### src/rtl/gpio_avalon_irq.sv
// ============================================================================
// Module   : gpio_avalon_irq
// Brief    : Avalon-MM GPIO with synchronised inputs, per-bit output enable,
//            atomic set/clear, and masked edge-capture interrupt.
// Revision : 1.0
// ============================================================================
`default_nettype none

module gpio_avalon_irq #(
  parameter int WIDTH       = 32,
  parameter int SYNC_STAGES = 2
) (
  input  logic             clk,
  input  logic             reset_n,
  input  logic [3:0]       address,
  input  logic             read,
  input  logic             write,
  input  logic [31:0]      writedata,
  output logic [31:0]      readdata,
  output logic             irq,
  input  logic [WIDTH-1:0] gpio_input,
  output logic [WIDTH-1:0] gpio_output,
  output logic [WIDTH-1:0] gpio_oe
);

  localparam logic [3:0] C_ADDR_DATA_IN  = 4'd0;
  localparam logic [3:0] C_ADDR_DATA_OUT = 4'd1;
  localparam logic [3:0] C_ADDR_OUT_SET  = 4'd2;
  localparam logic [3:0] C_ADDR_OUT_CLR  = 4'd3;
  localparam logic [3:0] C_ADDR_DIR      = 4'd4;
  localparam logic [3:0] C_ADDR_RISE_EN  = 4'd5;
  localparam logic [3:0] C_ADDR_FALL_EN  = 4'd6;
  localparam logic [3:0] C_ADDR_EDGE_CAP = 4'd7;
  localparam logic [3:0] C_ADDR_IRQ_MASK = 4'd8;

  logic [WIDTH-1:0] sync_q [SYNC_STAGES];
  logic [WIDTH-1:0] sync_d [SYNC_STAGES];
  logic [WIDTH-1:0] prev_q, prev_d;
  logic [WIDTH-1:0] data_out_q, data_out_d;
  logic [WIDTH-1:0] dir_q, dir_d;
  logic [WIDTH-1:0] rise_en_q, rise_en_d;
  logic [WIDTH-1:0] fall_en_q, fall_en_d;
  logic [WIDTH-1:0] irq_mask_q, irq_mask_d;
  logic [WIDTH-1:0] edge_cap_q, edge_cap_d;
  logic [31:0]      readdata_q, readdata_d;

  logic [WIDTH-1:0] w_sync;
  logic [WIDTH-1:0] w_rise;
  logic [WIDTH-1:0] w_fall;
  logic [WIDTH-1:0] w_wd;
  logic [WIDTH-1:0] w_clr;
  logic [WIDTH-1:0] w_rd_val;
  logic [31:0]      w_rd_word;

  assign w_sync = sync_q[SYNC_STAGES-1];
  assign w_rise = w_sync & ~prev_q;
  assign w_fall = ~w_sync & prev_q;
  assign w_wd   = writedata[WIDTH-1:0];

  generate
    if (WIDTH < 32) begin : g_unused_wd
      logic unused_wd_hi;
      assign unused_wd_hi = ^writedata[31:WIDTH];
    end
  endgenerate

  always_comb begin
    sync_d[0] = gpio_input;
    for (int i = 1; i < SYNC_STAGES; i++) begin
      sync_d[i] = sync_q[i-1];
    end
  end

  always_comb begin
    data_out_d = data_out_q;
    dir_d      = dir_q;
    rise_en_d  = rise_en_q;
    fall_en_d  = fall_en_q;
    irq_mask_d = irq_mask_q;
    w_clr      = '0;
    if (write) begin
      case (address)
        C_ADDR_DATA_OUT: data_out_d = w_wd;
        C_ADDR_OUT_SET:  data_out_d = data_out_q | w_wd;
        C_ADDR_OUT_CLR:  data_out_d = data_out_q & ~w_wd;
        C_ADDR_DIR:      dir_d      = w_wd;
        C_ADDR_RISE_EN:  rise_en_d  = w_wd;
        C_ADDR_FALL_EN:  fall_en_d  = w_wd;
        C_ADDR_EDGE_CAP: w_clr      = w_wd;
        C_ADDR_IRQ_MASK: irq_mask_d = w_wd;
        default: ;
      endcase
    end
    // New edges are OR-ed in after the clear so a simultaneous set wins.
    edge_cap_d = (edge_cap_q & ~w_clr) | (w_rise & rise_en_q) | (w_fall & fall_en_q);
    prev_d     = w_sync;
  end

  always_comb begin
    w_rd_val = '0;
    case (address)
      C_ADDR_DATA_IN:  w_rd_val = w_sync;
      C_ADDR_DATA_OUT: w_rd_val = data_out_q;
      C_ADDR_DIR:      w_rd_val = dir_q;
      C_ADDR_RISE_EN:  w_rd_val = rise_en_q;
      C_ADDR_FALL_EN:  w_rd_val = fall_en_q;
      C_ADDR_EDGE_CAP: w_rd_val = edge_cap_q;
      C_ADDR_IRQ_MASK: w_rd_val = irq_mask_q;
      default:         w_rd_val = '0;
    endcase
    w_rd_word              = '0;
    w_rd_word[WIDTH-1:0]   = w_rd_val;
    readdata_d             = read ? w_rd_word : readdata_q;
  end

  always_ff @(posedge clk or negedge reset_n) begin
    if (!reset_n) begin
      for (int i = 0; i < SYNC_STAGES; i++) begin
        sync_q[i] <= '0;
      end
      prev_q     <= '0;
      data_out_q <= '0;
      dir_q      <= '0;
      rise_en_q  <= '0;
      fall_en_q  <= '0;
      irq_mask_q <= '0;
      edge_cap_q <= '0;
      readdata_q <= '0;
    end else begin
      for (int i = 0; i < SYNC_STAGES; i++) begin
        sync_q[i] <= sync_d[i];
      end
      prev_q     <= prev_d;
      data_out_q <= data_out_d;
      dir_q      <= dir_d;
      rise_en_q  <= rise_en_d;
      fall_en_q  <= fall_en_d;
      irq_mask_q <= irq_mask_d;
      edge_cap_q <= edge_cap_d;
      readdata_q <= readdata_d;
    end
  end

  assign readdata    = readdata_q;
  assign gpio_output = data_out_q;
  assign gpio_oe     = dir_q;
  assign irq         = |(edge_cap_q & irq_mask_q);

endmodule

`default_nettype wire

### config.mk
export PLATFORM = sky130hd
export DESIGN_NAME = gpio_avalon_irq
export DESIGN_NICKNAME = d
export VERILOG_FILES = /design/src/rtl/gpio_avalon_irq.sv
export SDC_FILE = /design/constraint.sdc
export NUM_CORES = 1
export LEC_CHECK = 0
export CAP_MARGIN = 20
export CORE_ASPECT_RATIO = 2
export CORE_MARGIN = 4
export CORE_UTILIZATION = 40
export DETAILED_ROUTE_END_ITERATION = 6
export GPL_ROUTABILITY_DRIVEN = 0
export PLACE_DENSITY = 0.63
export SLEW_MARGIN = 20
export SYNTH_ARGS = -nofsm -noshare
export SYNTH_HDL_FRONTEND = slang
export SYNTH_SLANG_ARGS = --single-unit
### constraint.sdc
create_clock -name clk -period 1.7 [get_ports clk]
set_input_delay 0.34 -clock clk [delete_from_list [all_inputs] [get_ports clk]]
set_output_delay 0.34 -clock clk [all_outputs]
set_load 0.01 [all_outputs]
# --- Yosys cells after proc, flatten, opt, wreduce, memory -nomap -nowiden ---
# Cells that the tools add are included.
word_totals:
  regBits: 320
  latch_bits: 0
  ramBits: 0
  mem_bits_ro: 0
  input_bits: 72
  output_inout_bits: 97
  elab_cells: 44
  n_memories: 0
op_classes:
  add_sub_neg: 0
  n_mul: 0
  n_div: 0
  n_lt_le_gt_ge: 0
  n_eq_ne: 8
  shifts: 0
  mux: 4
  n_bitwise: 14
  n_reduce_logical: 8
ops:
  columns: ["op", "count"]
  rows:
  - ["AND 32 bit", 7]
  - ["case mux 32 bit (7 select lines)", 1]
  - ["NOT 32 bit", 4]
  - ["OR 32 bit", 3]
  - ["case mux 32 bit (3 select lines)", 1]
  - ["2-to-1 mux 32 bit", 2]
  - ["OR reduction 32 bit", 1]
  - ["equality test 4 x 3 -> 1 bit (second input constant)", 4]
  - ["AND reduction 2 bit", 5]
  - ["equality test 4 x 2 -> 1 bit (second input constant)", 2]
  - ["equality test 4 x 1 -> 1 bit (second input constant)", 1]
  - ["equality test 4 bit (second input constant)", 1]
  - ["logical NOT 4 bit", 1]
  - ["nonzero test 3 bit", 1]

# --- Depth between registers and ports, before layout ---
# Gate-level depths: netlist of run 1.
depth:
  ltp_word: 7
  depth_mapped: 7
  ltp_nobuf: 4

# --- Worst setup path before layout of run 1 ---
# OpenSTA, ideal clock, no wires.
synth_path:
  kind: "input to register"
  start: "input address[2]"
  end: "register readdata_q[14], in the netlist readdata[14]"
  setup_time_ps: 126
  t_arrival_ps: 1523
  t_required_ps: 1574
  slack_ps: 51
  cell_stages: 7
  n_path_buf: 3
  cell_sequence: "buf_6 -> buf_6 -> buf_6 -> mux2_2 -> a22oi_1 -> a21oi_1 -> a221o_1"
synth_via:
  elab_chain_len: 2
  elab_cells_between_ends: 8
  classes_between: "eq/ne (6); mux (1); reduce/logical (1)"
synth_rtl:
  columns: ["item", "line_no", "text"]
  rows:
  - ["start: declaration", "15", "input logic [3:0] address,"]
  - ["equality test 4 bit (tied with other cells)", "101", "case (address)"]
  - ["case mux 32 bit (7 select lines) (*)", "101", null]
  - ["end signal: assignment", "140", "readdata_q <= readdata_d;"]
  - ["end: declaration", "45", "logic [31:0] readdata_q, readdata_d;"]
# Every way passes the cells marked *; elsewhere a longest branch is shown, timed or not.
# A chain may end at the register's enable or synchronous reset.

# --- Final worst setup path of run 1 ---
layout_path:
  start: "register edge_cap_q[13]"
  end: "output irq"
layout_via:
  elab_chain_len: 2
layout_rtl:
  columns: ["item", "line_no", "text"]
  rows:
  - ["start: declaration", "44", "logic [WIDTH-1:0] edge_cap_q, edge_cap_d;"]
  - ["start signal: assignment", "139", "edge_cap_q <= edge_cap_d;"]
  - ["AND 32 bit", "147", "assign irq = |(edge_cap_q & irq_mask_q);"]
  - ["OR reduction 32 bit", "147", null]
  - ["end: declaration", "20", "output logic irq,"]
# Every way passes these cells.

==> summary.txt, run 1 <==
CTS
  – Clk_lat worst skew: 0.57 ns
  – # clock sinks: 320
  – CTS tree: built
  – Inserted Clock Buffers: 29
  – Clk buf depth: 3
  – H-tree depth: 1
  – Clock-pin slew on the worst setup and hold paths: about 0.07 ns
  – CTS root buffer: clkbuf_16

Route
  – Starting DRT DRC Count: 584
  – Drt total wl: ~42 mm
  – DR WL/cell: roughly 23 microns
  – Vias/cell: between 5 and 6
  – Final ANT Viol Nets: 0
  – # DRC: 0
  – DR vias: ~10,000
  – DR pass1 iterations: 5

Final layout
  – Register area: 8010 sq um
  – Area overhead of the layout relative to synthesis: 34.59%
  – Diodes inserted: 0
  – Final net count: roughly 1,400
  – Fillers: between 2,000 and 3,000
  – Multi-input gate area: ~4600 sq um
  – Layout cells sized above 1: 0.2407

Critical path
  – Buffers plus inverters on the worst setup path: 1
  – Slowest Stage Delay on Critical Path: approximately 0.57 ns
  – CP Capture Type: output pin
  – Worst path slowest cell: or4_4
  – Worst Path Required: between 1 and 1.5 ns
  – WP depth: 4
  – CP top delay family: simple AND/OR/NAND/NOR gates
  – Critical-path cell list: a22oi_2, nand4_1, or4_4, buf_6
  – CP Launch Type: flop
  – Maximum fanout along the worst path: 2
  – Worst path arrival time: between 2 and 2.5 ns
  – Critical path class: flop to output pin
  – R2R depth: 5

Placed design
  – Dpl hpwl: 30.14 mm
  – PortBufs: about 170

Floorplan
  – Core Area: approximately 32,000 sq um
  – Die W: approximately 140 microns
  – Boundary Pins: 169
  – Die ar.: 35,660 sq um
  – Die Ht: 263.1 microns
  – Rows: between 90 and 100
  – Starting density of the core: 0.4052

Timing
  – Fin Clk Skew: 0.02614 ns
  – Final Hold Viols: 0
  – Fin Hold WS: between 0.2 and 0.25 ns
  – Slew Limit Headroom: 0.7010
  – Worst Slack Setup Final: -0.6929 ns
  – Worst-margin pin slew: between 0.4 and 0.5 ns
  – Tmin final: around 2.4 ns
  – Final slew viol count: 0
  – Fmax: approximately 0.42 GHz
  – Final setup viols: 1
  – Setup TNS: -0.6929 ns
  – RSZ-0062 raised after global routing: yes
  – Final Cycle Share: 1.408

Logic synthesis
  – Post-synthesis net count: 1,123
  – Syn_area_per_cell: 12.38 sq um
  – Yosys warning count: 0
  – Synth area leaders: dfrtp_1 (62%), mux2_2 (6.2%), o21ai_0 (4.7%), a22oi_1 (4.4%), a22o_1 (4.2%)
  – Post-synthesis cell area: roughly 13,000 sq um
  – Area share of the largest cell type after synthesis: 0.6153
  – Yosys reg bits: 320
  – Synth unique cells: 39
  – Gate Count Post-Synth: 1,051
  – Cell taking the most area after synthesis: dfrtp_1
  – Register area share after synthesis: 0.6153

Pwr
  – Leakage power: 7.870 nW
  – Power per cell area: between 1000 and 1500 nW/um^2
  – Worst VDD drop: about 0.8 mV

Min path
  – Hold Path Stages: 1
  – HP Class: input port to flop

Global route
  – Largest net degree at the start of global routing: 48
  – Remaining Overflow, GRT: 0
  – Initial antenna violation count: 0
  – Vias in the first global route: about 11,000
  – First-pass GRT wire length: approximately 64 mm
  – GRT Resource Usage Total: 0.2343

Run status
  – Failing checks: setup timing
  – Status: finished, violations left

Job
  – Number of max-cap violations: 0
## cell usage in the layout (no fill, tap or decap), types with 31 or more instances in the layout
master,instances
a21oi_1,35
dlygate4sd2_1,96
a221o_1,31
buf_4,129
o211ai_1,32
nand3b_1,33
nand2_1,100
o21ai_0,121
buf_12,32
a22o_1,62
dfrtp_1,318
clkdlybuf4s50_1,68
a22oi_1,66
inv_1,35
mux2_2,72
## cells in the mapped netlist
cell type  number
a21boi_2        1
a21oi_1        35
a221o_1        31
a222oi_1        1
a22o_1         62
a22oi_1        76
a32oi_1         1
and2_0          1
and2_1          1
and2b_1         1
and4b_1         1
and4bb_1        1
buf_1           2
buf_2          22
buf_4           7
buf_6           5
clkbuf_1       34
dfrtp_1       320
inv_1          35
mux2_1          4
mux2_2         72
mux2_4         19
nand2_1       102
nand2b_1        1
nand3_1         2
nand3b_1       33
nand4_1         6
nor2_1          2
nor2b_1         1
nor3_1          1
nor3_2          3
nor4b_4         2
nor4bb_1        1
o211ai_1       32
o21ai_0       122
o21ai_1         8
o22a_1          1
o32a_1          1
or4_1           1
## area by class of cell
| class | count | area share |
|---|---|---|
| sequential | 320 | 0.4573 |
| clock buffer | 37 | 0.04429 |
| clock inverter | 16 | 0.01136 |
| multi-input combinational | 626 | 0.2645 |
| timing repair buffer | 333 | 0.1845 |
| inverter | 35 | 0.007501 |
| tap | 427 | 0.03050 |
## power by group
| group | switching [mW] | leakage (nW) | internal [mW] |
|---|---|---|---|
| Clock | 2.92 | 0.472 | 3.85 |
| Sequential | 0.935 | 3.85 | 8.74 |
| Combinational | 1.77 | 3.54 | 2.12 |
| Total | 5.62 | 7.87 | 14.7 |
## state kept, by name, summed over array words and instances (netlist names)
signal,flops
sync_d,32
rise_en_q,32
irq_mask_q,32
prev_q,32
edge_cap_q,32
readdata,32
gpio_output,32
prev_d,32
fall_en_q,32
gpio_oe,32
## per-layer routing
| metal | global-route usage | wire, microns | vias up |
|---|---|---|---|
| li1 | - | - | 4475 |
| met1 | 0.2582 | 14940 | 5118 |
| met2 | 0.4333 | 23110 | 365 |
| met3 | 0.02811 | 1733 | 123 |
| met4 | 0.1197 | 2214 | 0 |
| met5 | 0 | 0 | - |
## timing repair
item | CTS | global route
endpoints found under the hold margin | 35 | 0
gates resized for setup | 108 | 10
pin swaps | 7 | 8
hold buffers | 1 | 0
endpoints found under the setup margin | 105 | 21
setup buffers | 11 | 9
gates cloned | 0 | 1
## stage by stage
step | total power [mW] | cell area, sq um | utilization | instances | worst slack, ns
2_1_floorplan | 11.22 | 13010 | - | 1051 | 0.05104
3_3_place_gp | 13.75 | 16390 | 0.5104 | 1720 | -0.6557
3_5_place_dp | 13.85 | 16390 | 0.5104 | 1720 | -0.6106
4_1_cts | 20.43 | 17370 | 0.5407 | 1785 | -0.7366
5_1_grt | 21.24 | 17520 | 0.5454 | 1794 | -0.7585
6_report | 20.33 | 17520 | 0.5454 | 1794 | -0.6929
## final timing paths
check	slack, ns	to	startpoint
worst min-delay path	0.20	sync_d[31]	gpio_input[31]
worst max register to register	0.22	readdata[25]	gpio_oe[25]
worst min register to register	0.34	prev_d[2]	sync_d[2]
min in group asynchronous	0.30	edge_cap_q[15]	reset_n
worst max-delay path	-0.69	irq	edge_cap_q[13]
max in group asynchronous	0.72	gpio_output[27]	reset_n
## cell families after synthesis
kind of cell	synth area share
AOI/OAI and AO/OA	0.1951
and+or+nand+nor	0.06461
buffers and inverters	0.03730
DFF	0.6153
muxes	0.08768
## worst reg2reg max path: stages, from the launching register on
cell and delay, ns:
dfrtp_1 0.42, buf_4 0.15, mux2_4 0.25, a22oi_1 0.17
a21oi_1 0.11, a221o_1 0.26
No activity file was read; power rests on OpenSTA's default activity.
==> run 2: changes to the inputs <==
--- a/config.mk
+++ b/config.mk
@@ -5,6 +5,7 @@
 export SDC_FILE = /design/constraint.sdc
 export NUM_CORES = 1
 export LEC_CHECK = 0
+export ABC_CLOCK_PERIOD_IN_PS = 1700
 export CAP_MARGIN = 20
 export CORE_ASPECT_RATIO = 2
 export CORE_MARGIN = 4
==> results of run 2 <==
Final layout, timing and power as in run 1 (identical DEF).
